[src/rtl/mem_arb_pkg.sv]
// Shared types and helpers for the mem_arbiter block.
package mem_arb_pkg;

    typedef enum logic [1:0] {IDLE, ACCESS, RESP, ACK} arb_state_t;

    localparam int MEM_AW  = 5;
    localparam int MEM_DW  = 8;
    localparam int MAX_REQ = 8;

    // First requesting index after 'last', wrapping modulo n (n <= MAX_REQ).
    // Returns 'last' when nothing is requesting.
    function automatic logic [2:0] rr_next(input logic [7:0] req,
                                           input logic [2:0] last,
                                           input int         n);
        logic [2:0] w;
        int         idx;
        w = last;
        // Walk from the farthest candidate to the nearest so the nearest wins.
        for (int k = MAX_REQ; k >= 1; k--) begin
            if (k <= n) begin
                idx = (int'(last) + k) % n;
                if (req[idx[2:0]]) w = idx[2:0];
            end
        end
        return w;
    endfunction

endpackage

[src/rtl/mem_arb_rr_pick.sv]
// Combinational round-robin picker: winner is the first requester after 'last'.
module mem_arb_rr_pick
    import mem_arb_pkg::*;
#(
    parameter int NREQ = 2,
    parameter int IW   = (NREQ > 1) ? $clog2(NREQ) : 1
) (
    input  logic [NREQ-1:0] req,
    input  logic [IW-1:0]   last,
    output logic [IW-1:0]   winner,
    output logic            valid
);

    logic [7:0] req8;
    logic [2:0] last3;
    logic [2:0] pick;

    // Widen to the helper's fixed width and select the winner.
    always_comb begin
        req8              = '0;
        req8[NREQ-1:0]    = req;
        last3             = '0;
        last3[IW-1:0]     = last;
        pick              = rr_next(req8, last3, NREQ);
        winner            = pick[IW-1:0];
        valid             = |req;
    end

endmodule

[src/rtl/mem_arbiter.sv]
// Round-robin arbiter sharing one synchronous single-port memory between
// NREQ requesters. Each grant runs IDLE -> ACCESS -> RESP -> ACK.
// Optional: MEM_ARBITER_PROTO_CHECK_EN adds a sticky proto_err output.
module mem_arbiter
    import mem_arb_pkg::*;
#(
    parameter int NREQ = 2,
    parameter int AW   = MEM_AW,
    parameter int DW   = MEM_DW
) (
    input  logic               clk,
    input  logic               rst,
    input  logic [NREQ-1:0]    req,
    input  logic [NREQ-1:0]    req_we,
    input  logic [NREQ*AW-1:0] req_addr,
    input  logic [NREQ*DW-1:0] req_wdata,
    output logic [NREQ-1:0]    ack,
    output logic [DW-1:0]      rdata,
    output logic               busy,
    output logic               mem_read,
    output logic               mem_write,
    output logic [AW-1:0]      mem_addr,
    output logic [DW-1:0]      mem_wdata,
    input  logic [DW-1:0]      mem_rdata
`ifdef MEM_ARBITER_PROTO_CHECK_EN
   ,output logic               proto_err
`endif
);

    localparam int IW = (NREQ > 1) ? $clog2(NREQ) : 1;

    arb_state_t          state, state_d;
    logic [IW-1:0]       ptr, ptr_d;
    logic [IW-1:0]       gnt, gnt_d;
    logic                lat_we, lat_we_d;
    logic [AW-1:0]       addr_d;
    logic [DW-1:0]       wdata_d;
    logic                read_d, write_d;
    logic [DW-1:0]       rdata_d;
    logic [NREQ-1:0]     ack_d;
    logic                busy_d;

    logic [IW-1:0]       pick_w;
    logic                pick_v;

    logic [AW-1:0]       addr_a  [NREQ];
    logic [DW-1:0]       wdata_a [NREQ];

    for (genvar i = 0; i < NREQ; i++) begin : g_unpack
        assign addr_a[i]  = req_addr[i*AW +: AW];
        assign wdata_a[i] = req_wdata[i*DW +: DW];
    end

    mem_arb_rr_pick #(.NREQ(NREQ), .IW(IW)) u_pick (
        .req    (req),
        .last   (ptr),
        .winner (pick_w),
        .valid  (pick_v)
    );

    // Next-state and next-output logic; every register holds unless changed.
    always_comb begin
        state_d  = state;
        ptr_d    = ptr;
        gnt_d    = gnt;
        lat_we_d = lat_we;
        addr_d   = mem_addr;
        wdata_d  = mem_wdata;
        read_d   = 1'b0;
        write_d  = 1'b0;
        rdata_d  = rdata;
        ack_d    = '0;
        case (state)
            IDLE: begin
                if (pick_v) begin
                    gnt_d    = pick_w;
                    ptr_d    = pick_w;
                    lat_we_d = req_we[pick_w];
                    addr_d   = addr_a[pick_w];
                    wdata_d  = wdata_a[pick_w];
                    read_d   = !req_we[pick_w];
                    write_d  = req_we[pick_w];
                    state_d  = ACCESS;
                end
            end
            ACCESS: state_d = RESP;
            RESP: begin
                // Memory output now reflects the ACCESS edge.
                if (!lat_we) rdata_d = mem_rdata;
                ack_d[gnt] = 1'b1;
                state_d    = ACK;
            end
            ACK:     state_d = IDLE;
            default: state_d = IDLE;
        endcase
        busy_d = (state_d != IDLE);
    end

    // State and registered outputs; reset aborts any transaction in flight.
    always_ff @(posedge clk or posedge rst) begin
        if (rst) begin
            state     <= IDLE;
            ptr       <= IW'(NREQ - 1);
            gnt       <= '0;
            lat_we    <= 1'b0;
            mem_addr  <= '0;
            mem_wdata <= '0;
            mem_read  <= 1'b0;
            mem_write <= 1'b0;
            rdata     <= '0;
            ack       <= '0;
            busy      <= 1'b0;
        end else begin
            state     <= state_d;
            ptr       <= ptr_d;
            gnt       <= gnt_d;
            lat_we    <= lat_we_d;
            mem_addr  <= addr_d;
            mem_wdata <= wdata_d;
            mem_read  <= read_d;
            mem_write <= write_d;
            rdata     <= rdata_d;
            ack       <= ack_d;
            busy      <= busy_d;
        end
    end

`ifdef MEM_ARBITER_PROTO_CHECK_EN
    logic [NREQ-1:0] r_req, r_ack, r_we;
    logic [AW-1:0]   r_addr [NREQ];
    logic            viol;

    // A violation is the granted req falling mid-access, or a pending
    // requester changing its fields before it has seen ack.
    always_comb begin
        viol = ((state == ACCESS) || (state == RESP)) && !req[gnt];
        for (int i = 0; i < NREQ; i++) begin
            if (r_req[i] && req[i] && !ack[i] && !r_ack[i] &&
                ((req_we[i] != r_we[i]) || (addr_a[i] != r_addr[i])))
                viol = 1'b1;
        end
    end

    // Previous-cycle request snapshot and the sticky error flag.
    always_ff @(posedge clk or posedge rst) begin
        if (rst) begin
            r_req     <= '0;
            r_ack     <= '0;
            r_we      <= '0;
            proto_err <= 1'b0;
            for (int i = 0; i < NREQ; i++) r_addr[i] <= '0;
        end else begin
            r_req <= req;
            r_ack <= ack;
            r_we  <= req_we;
            for (int i = 0; i < NREQ; i++) r_addr[i] <= addr_a[i];
            if (viol) proto_err <= 1'b1;
        end
    end
`endif

endmodule

[config.mk]
export PLATFORM = sky130hd
export DESIGN_NAME = mem_arbiter
export DESIGN_NICKNAME = d
export VERILOG_FILES = /design/src/rtl/mem_arb_pkg.sv /design/src/rtl/mem_arb_rr_pick.sv /design/src/rtl/mem_arbiter.sv
export SDC_FILE = /design/constraint.sdc
export NUM_CORES = 1
export LEC_CHECK = 0
export CORE_MARGIN = 8
export CORE_UTILIZATION = 36
export DETAILED_ROUTE_END_ITERATION = 10
export GPL_TIMING_DRIVEN = 0
export PLACE_DENSITY = 0.76
export SYNTH_ARGS = -nofsm -noshare
export SYNTH_HDL_FRONTEND = slang
export SYNTH_SLANG_ARGS = --single-unit
export TNS_END_PERCENT = 30
[constraint.sdc]
create_clock -name clk -period 1.2 [get_ports clk]
set_input_delay 0.24 -clock clk [delete_from_list [all_inputs] [get_ports clk]]
set_output_delay 0.24 -clock clk [all_outputs]
set_load 0.02 [all_outputs]
==> results.py, run 1 <==
metrics = {
    "power_and_ir_drop": {
        "power.leakage_nw": 1.01,
        "powerDensity_nw_per_um2": 2570,
        "vdd_drop_max_mv": 1.04,
    },
    "worst_setup_path": {
        "cp_num_buf_inv": 2,
        "slowest_stage": "dfrtp_1",
        "reg2reg_slack_ps": -140,
        "cp_slowest_stage_delay_ps": 390,
        "crit_fanout": 8,
        "cp_top_family": "flip-flops",
        "start_kind": "flop",
        "endpoint_kind": "flop",
        "cp_data_arrival_time_ps": 1500,
        "path_cells": "inv_2 > ha_4 > nor2b_4 > buf_8 > mux2_4",
        "crit_type": "reg -> reg",
        "reg2reg_depth": 5,
        "reg2reg_from": "state[0]$_DFF_PP0_",
        "required_ps": 1370,
        "reg2reg_to": "rdata[4]$_DFFE_PP0P_",
    },
    "die": {
        "die-area_um2": 5950,
        "initial_core_util_pct": 37.0,
        "dieWidth_um": 77.1,
        "die_h_um": 77.1,
        "core_area_um2": 3630,
        "pin_count": 66,
        "fp-row-count": 22,
    },
    "synth": {
        "synth_top_area_cell": "dfrtp_1",
        "synthFlopType": "dfrtp_1",
        "synthTopCellsByArea": "dfrtp_1, mux2_1, a31oi_1",
        "syn_inst": 127,
        "syn-num-nets": 169,
        "syn_area_um2": 1350,
        "syn_area_per_cell_um2": 10.6,
        "synth_warnings": 0,
        "synth_top_area_share_pct": 55.8,
        "ys_ff_latch": 31,
        "synthDistinctLibCells": 22,
        "synth-edff-count": 0,
        "synthArstFlopShare_pct": 100,
        "synth_seq_area_share_pct": 57.8,
    },
    "outcome": {
        "status": "complete, but fails checks",
        "violations": "negative setup slack",
    },
    "clock_network": {
        "clk_latency_ps": 280,
        "tritoncts": "yes",
        "htree_levels": 2,
        "clockBufferDepth": 2,
        "cts_buffers": 5,
        "clock_sinks": 31,
        "clockRootBuffer": "clkbuf_8",
        "path_clk_slew_ps": 60,
    },
    "routing": {
        "drc": 0,
        "routed_wl_mm": 4.50,
        "drt-pass1-iter-count": 4,
        "antenna_left": 0,
        "drt_iter0_markers": 53,
        "post_drt_wl_per_cell_um": 17.6,
        "vias": 1333,
        "vias_per_cell": 5.21,
    },
    "timing": {
        "setup_ws_ps": -136,
        "period_share_pct": 111,
        "finalMaxSlewViolations": 0,
        "skew_ps": 6.88,
        "rsz0062_at_grt": "yes",
        "tightest_slew_ps": 648,
        "holdWs_ps": 400,
        "hold_viol": 0,
        "setup_viol": 26,
        "relSlewSlack_pct": 56.7,
        "setup_tns_ps": -2690,
        "final.min_clock_period_ps": 1340,
        "clock.fmax_mhz": 749,
    },
    "final_layout": {
        "syn_to_final_growth_pct": 75.9,
        "fin_nets": 250,
        "drive_gt1_share_pct": 37.5,
        "antennaDiodeCount": 0,
    },
    "global_routing": {
        "grt_pass1_vias": 1385,
        "grt_pass1_wl_mm": 6.84,
        "antenna_found_initial": 0,
        "grt_overflow": 0,
        "grt_max_degree": 32,
        "groute.usage.overall_pct": 14.5,
    },
    "placement": {
        "io_buffers": 65,
        "gp_congestion": 0.769,
        "dp_hpwl_mm": 3.09,
    },
    "job": {
        "drv_cap": 0,
    },
    "hold_path": {
        "hold_path.class": "in -> async",
    },
}
## area by class of cell
class,count,area (µm²)
clock inverters,1,5.00
fillers,292,1270
repair buffers,74,702
well taps,48,60.1
plain buffers,8,101
inverters,3,15.0
multi-input cells,85,623
clock buffers,6,82.6
flip-flops and latches,31,777
## where the power goes
part           switching [mW]  internal [mW]
logic                    1.72           1.65
clock network           0.365          0.449
registers               0.314           1.58
total                    2.40           3.68
## routing by layer
layer / track usage (%) / part of all wire (%) / up-vias
li1: - / - / 612
met1: 16.3 / 42 / 641
met2: 24.1 / 50 / 71
met3: 3.96 / 6.3 / 9
met4: 8.30 / 2.4 / 0
met5: 0 / 0 / -
## cell usage after synthesis, types with 2 or more instances
master	count
ha_1	2
inv_1	3
and2b_1	2
a31oi_1	14
mux2_1	8
nor2b_1	2
a21oi_1	3
nand2b_2	2
buf_4	3
nand3_1	14
buf_2	5
dfrtp_1	30
o21ai_1	13
nor2_1	18
## registers in the layout (all words and copies together) (netlist names)
| name | count |
|---|---|
| ack | 2 |
| state | 2 |
| mem_write | 1 |
| ptr | 1 |
| busy | 1 |
| mem_read | 1 |
| rdata | 8 |
| gnt | 1 |
| mem_addr | 5 |
| mem_wdata | 8 |
| lat_we | 1 |
## placed cells by master (no fill, tap or decap), types with 2 or more instances in the layout
master	netlist	routed
a31oi_1	14	14
clkbuf_8	0	6
buf_4	3	8
o21ai_2	0	11
nand3_1	14	14
clkdlybuf4s15_1	0	4
mux2_4	0	8
buf_8	0	4
clkdlybuf4s15_2	0	14
dfrtp_1	30	30
nor2_1	18	16
buf_6	0	5
o21ai_1	13	2
clkbuf_2	0	7
nand2b_2	2	2
clkdlybuf4s50_1	0	38
a21oi_1	3	3
and2b_2	0	2
## cell families after synthesis
group | count (synthesis) | share of synthesized area (%)
AND/OR/NAND/NOR | 42 | 15.3
AO/OA/AOI/OAI | 33 | 14.0
flip-flops | 31 | 57.8
buffers and inverters | 11 | 4.37
multiplexers | 8 | 6.70
adder cells (fa/ha/maj) | 2 | 1.86
## how the worst max path moves through the flow
stage               slack, ps               start                    to  depth (start not counted)
detailed placement       -420                 rst    state[1]$_DFF_PP0_                          2
finish                   -140  state[0]$_DFF_PP0_  rdata[4]$_DFFE_PP0P_                          5
global placement         -400                 rst    state[1]$_DFF_PP0_                          2
floorplan                -110  state[0]$_DFF_PP0_  rdata[0]$_DFFE_PP0P_                          5
CTS                      -180  state[0]$_DFF_PP0_  rdata[4]$_DFFE_PP0P_                          5
global route             -190  state[0]$_DFF_PP0_  rdata[1]$_DFFE_PP0P_                          5
## timing repair
action                                  4_1_cts  5_1_grt
setup buffers                                 4        4
gates cloned                                  1        0
hold endpoints to repair                      0        0
gates resized for setup                      96       30
endpoints found under the setup margin       82       35
hold buffers                                  0        0
pin swaps                                     6        4
## stage by stage
stage | utilization (%) | total power [mW] | worst slack [ps] | instance area (µm²) | cells
6_report | 65.1 | 6.08 | -136 | 2370 | 256
5_1_grt | 65.1 | 6.44 | -188 | 2370 | 256
4_1_cts | 63.2 | 5.75 | -185 | 2300 | 252
3_5_place_dp | 56.7 | 4.79 | -424 | 2060 | 240
3_3_place_gp | 56.7 | 4.65 | -396 | 2060 | 240
2_1_floorplan | - | 3.44 | -110 | 1350 | 127
Power figures use the tool's default switching activity.
==> run 2, diff against run 1 <==
--- a/config.mk
+++ b/config.mk
@@ -5,7 +5,7 @@
 export SDC_FILE = /design/constraint.sdc
 export NUM_CORES = 1
 export LEC_CHECK = 0
-export CORE_MARGIN = 8
+export ABC_CLOCK_PERIOD_IN_PS = 1200
 export CORE_UTILIZATION = 36
 export DETAILED_ROUTE_END_ITERATION = 10
 export GPL_TIMING_DRIVEN = 0
==> run 2 against run 1 <==
Against the previous run: the flow still finishes with violations (negative setup slack); first-iteration DRC count unchanged; design area down 4.9%; combinational power fell by 8.3%; flip-flop and latch count stayed put; critical path depth unchanged; via count down 2.7%; sequential share of layout area grew 1.7 points; clock skew is 1.1 ps higher; setup slack worse by 6.1 ps.
==> results.py, run 2 (same netlist as run 1, synthesis figures left out) <==
metrics = {
    "outcome": {
        "status": "complete, but fails checks",
        "violations": "negative setup slack",
    },
    "worst_setup_path": {
        "required_ps": 1350,
        "crit_fanout": 8,
        "slowest_stage": "dfrtp_1",
        "endpoint_kind": "flop",
        "start_kind": "flop",
        "cp_data_arrival_time_ps": 1490,
        "reg2reg_slack_ps": -140,
        "path_cells": "inv_2 > ha_4 > nor2b_4 > buf_8 > mux2_4",
        "cp_slowest_stage_delay_ps": 390,
        "reg2reg_from": "state[0]$_DFF_PP0_",
        "reg2reg_to": "rdata[0]$_DFFE_PP0P_",
        "crit_type": "reg -> reg",
        "reg2reg_depth": 5,
    },
    "timing": {
        "setup_ws_ps": -142,
        "tightest_slew_ps": 642,
        "hold_viol": 0,
        "period_share_pct": 112,
        "setup_tns_ps": -2720,
        "finalMaxSlewViolations": 0,
        "relSlewSlack_pct": 57.1,
        "final.min_clock_period_ps": 1340,
        "setup_viol": 25,
        "skew_ps": 7.95,
        "clock.fmax_mhz": 745,
        "holdWs_ps": 407,
        "rsz0062_at_grt": "yes",
    },
    "final_layout": {
        "postLayoutCellArea_um2": 2250,
        "layout_commonest_cell": "clkdlybuf4s50_1",
        "syn_to_final_growth_pct": 67.3,
        "layout_common_cells": "clkdlybuf4s50_1, dfrtp_1, clkbuf_2",
        "fin_nets": 246,
        "drive_gt1_share_pct": 34.1,
        "fin_cells": 251,
        "antennaDiodeCount": 0,
        "top_regs": "mem_wdata (8), rdata (8), mem_addr (5)",
    },
    "power_and_ir_drop": {
        "power.leakage_nw": 0.966,
        "powerDensity_nw_per_um2": 2550,
        "vdd_drop_max_mv": 1.05,
        "p_total_mw": 5.73,
    },
    "global_routing": {
        "antenna_found_initial": 0,
        "grt_pass1_vias": 1341,
        "groute.usage.overall_pct": 20.4,
        "grt_pass1_wl_mm": 6.09,
        "grt_max_degree": 32,
        "grt_overflow": 0,
    },
    "die": {
        "core_area_um2": 3470,
        "dieWidth_um": 63.1,
        "pin_count": 66,
        "fp-row-count": 21,
        "die_h_um": 63.1,
        "initial_core_util_pct": 38.8,
        "die-area_um2": 3980,
    },
    "routing": {
        "drt_iter0_markers": 53,
        "drt-pass1-iter-count": 4,
        "routed_wl_mm": 3.85,
        "post_drt_wl_per_cell_um": 15.3,
        "vias": 1297,
        "drc": 0,
        "vias_per_cell": 5.17,
        "antenna_left": 0,
    },
    "hold_path": {
        "hold_path.class": "in -> async",
    },
    "placement": {
        "dp_hpwl_mm": 2.60,
        "gp_congestion": 0.755,
        "postPlaceCellArea_um2": 2060,
        "io_buffers": 65,
        "dp_cells": 238,
    },
    "clock_network": {
        "tritoncts": "yes",
        "clockBufferDepth": 2,
        "clock_sinks": 31,
        "clk_latency_ps": 280,
        "clockRootBuffer": "clkbuf_8",
        "path_clk_slew_ps": 60,
        "htree_levels": 2,
        "cts_buffers": 5,
    },
    "job": {
        "drv_cap": 0,
    },
}
run 2: cell types whose count changed in the layout (fill, tap and decap cells not counted), moves of 3 or more:
cell             previous run  this run
clkdlybuf4s15_2            14         2
clkbuf_2                    7        18
clkbuf_1                    0         3
buf_4                       8         5
run 2: stage by stage:
step	utilization [%]	setup WS [ps]
after floorplan	-	-110
after global placement	59.3	-404
after detailed placement	59.3	-428
after CTS	65.8	-155
after global routing	64.9	-191
final	64.9	-142
run 2: worst max-delay path by stage:
stage	startpoint	end	cells after the start
after floorplan	state[0]$_DFF_PP0_	rdata[0]$_DFFE_PP0P_	5
after global placement	rst	mem_wdata[5]$_DFFE_PP0P_	2
after detailed placement	req[1]	mem_wdata[2]$_DFFE_PP0P_	5
after CTS	state[0]$_DFF_PP0_	rdata[1]$_DFFE_PP0P_	5
after global routing	state[0]$_DFF_PP0_	rdata[1]$_DFFE_PP0P_	5
final	state[0]$_DFF_PP0_	rdata[0]$_DFFE_PP0P_	5
run 2: routing by layer:
layer  track usage, %  up-vias  part of all wire (%)
met1             22.0      636                    41
met5                0        -                     0
li1                 -      601                     -
met4             9.30        0                   1.5
met2             36.3       56                    51
met3             5.80        4                   6.4
run 2: critical path: cells and delay by family, from the launching register on:
| kind | cells | cell delay, ps |
|---|---|---|
| flops | 1 | 390 |
| buf+inv | 2 | 240 |
| simple gates | 1 | 150 |
| mux | 1 | 300 |
| fa+ha+maj | 1 | 130 |
run 2: final cells by class:
class,count,area [µm²]
Sequential cell,31,777
Inverter,3,15.0
Buffer,8,97.6
Timing Repair Buffer,70,599
Multi-Input combinational cell,85,623
Fill cell,298,1220
Tap cell,46,57.6
Clock buffer,8,80.1
run 2: power by group:
group	internal [mW]	switching (mW)
Clock	0.410	0.341
Combinational	1.44	1.65
Sequential	1.58	0.310
Total	3.43	2.30
run 2: timing repair:
item	CTS	global route
gates cloned	1	0
setup endpoints to repair	82	49
pin swaps	4	0
gates resized for setup	85	37
hold buffers	0	0
buffers inserted	4	0
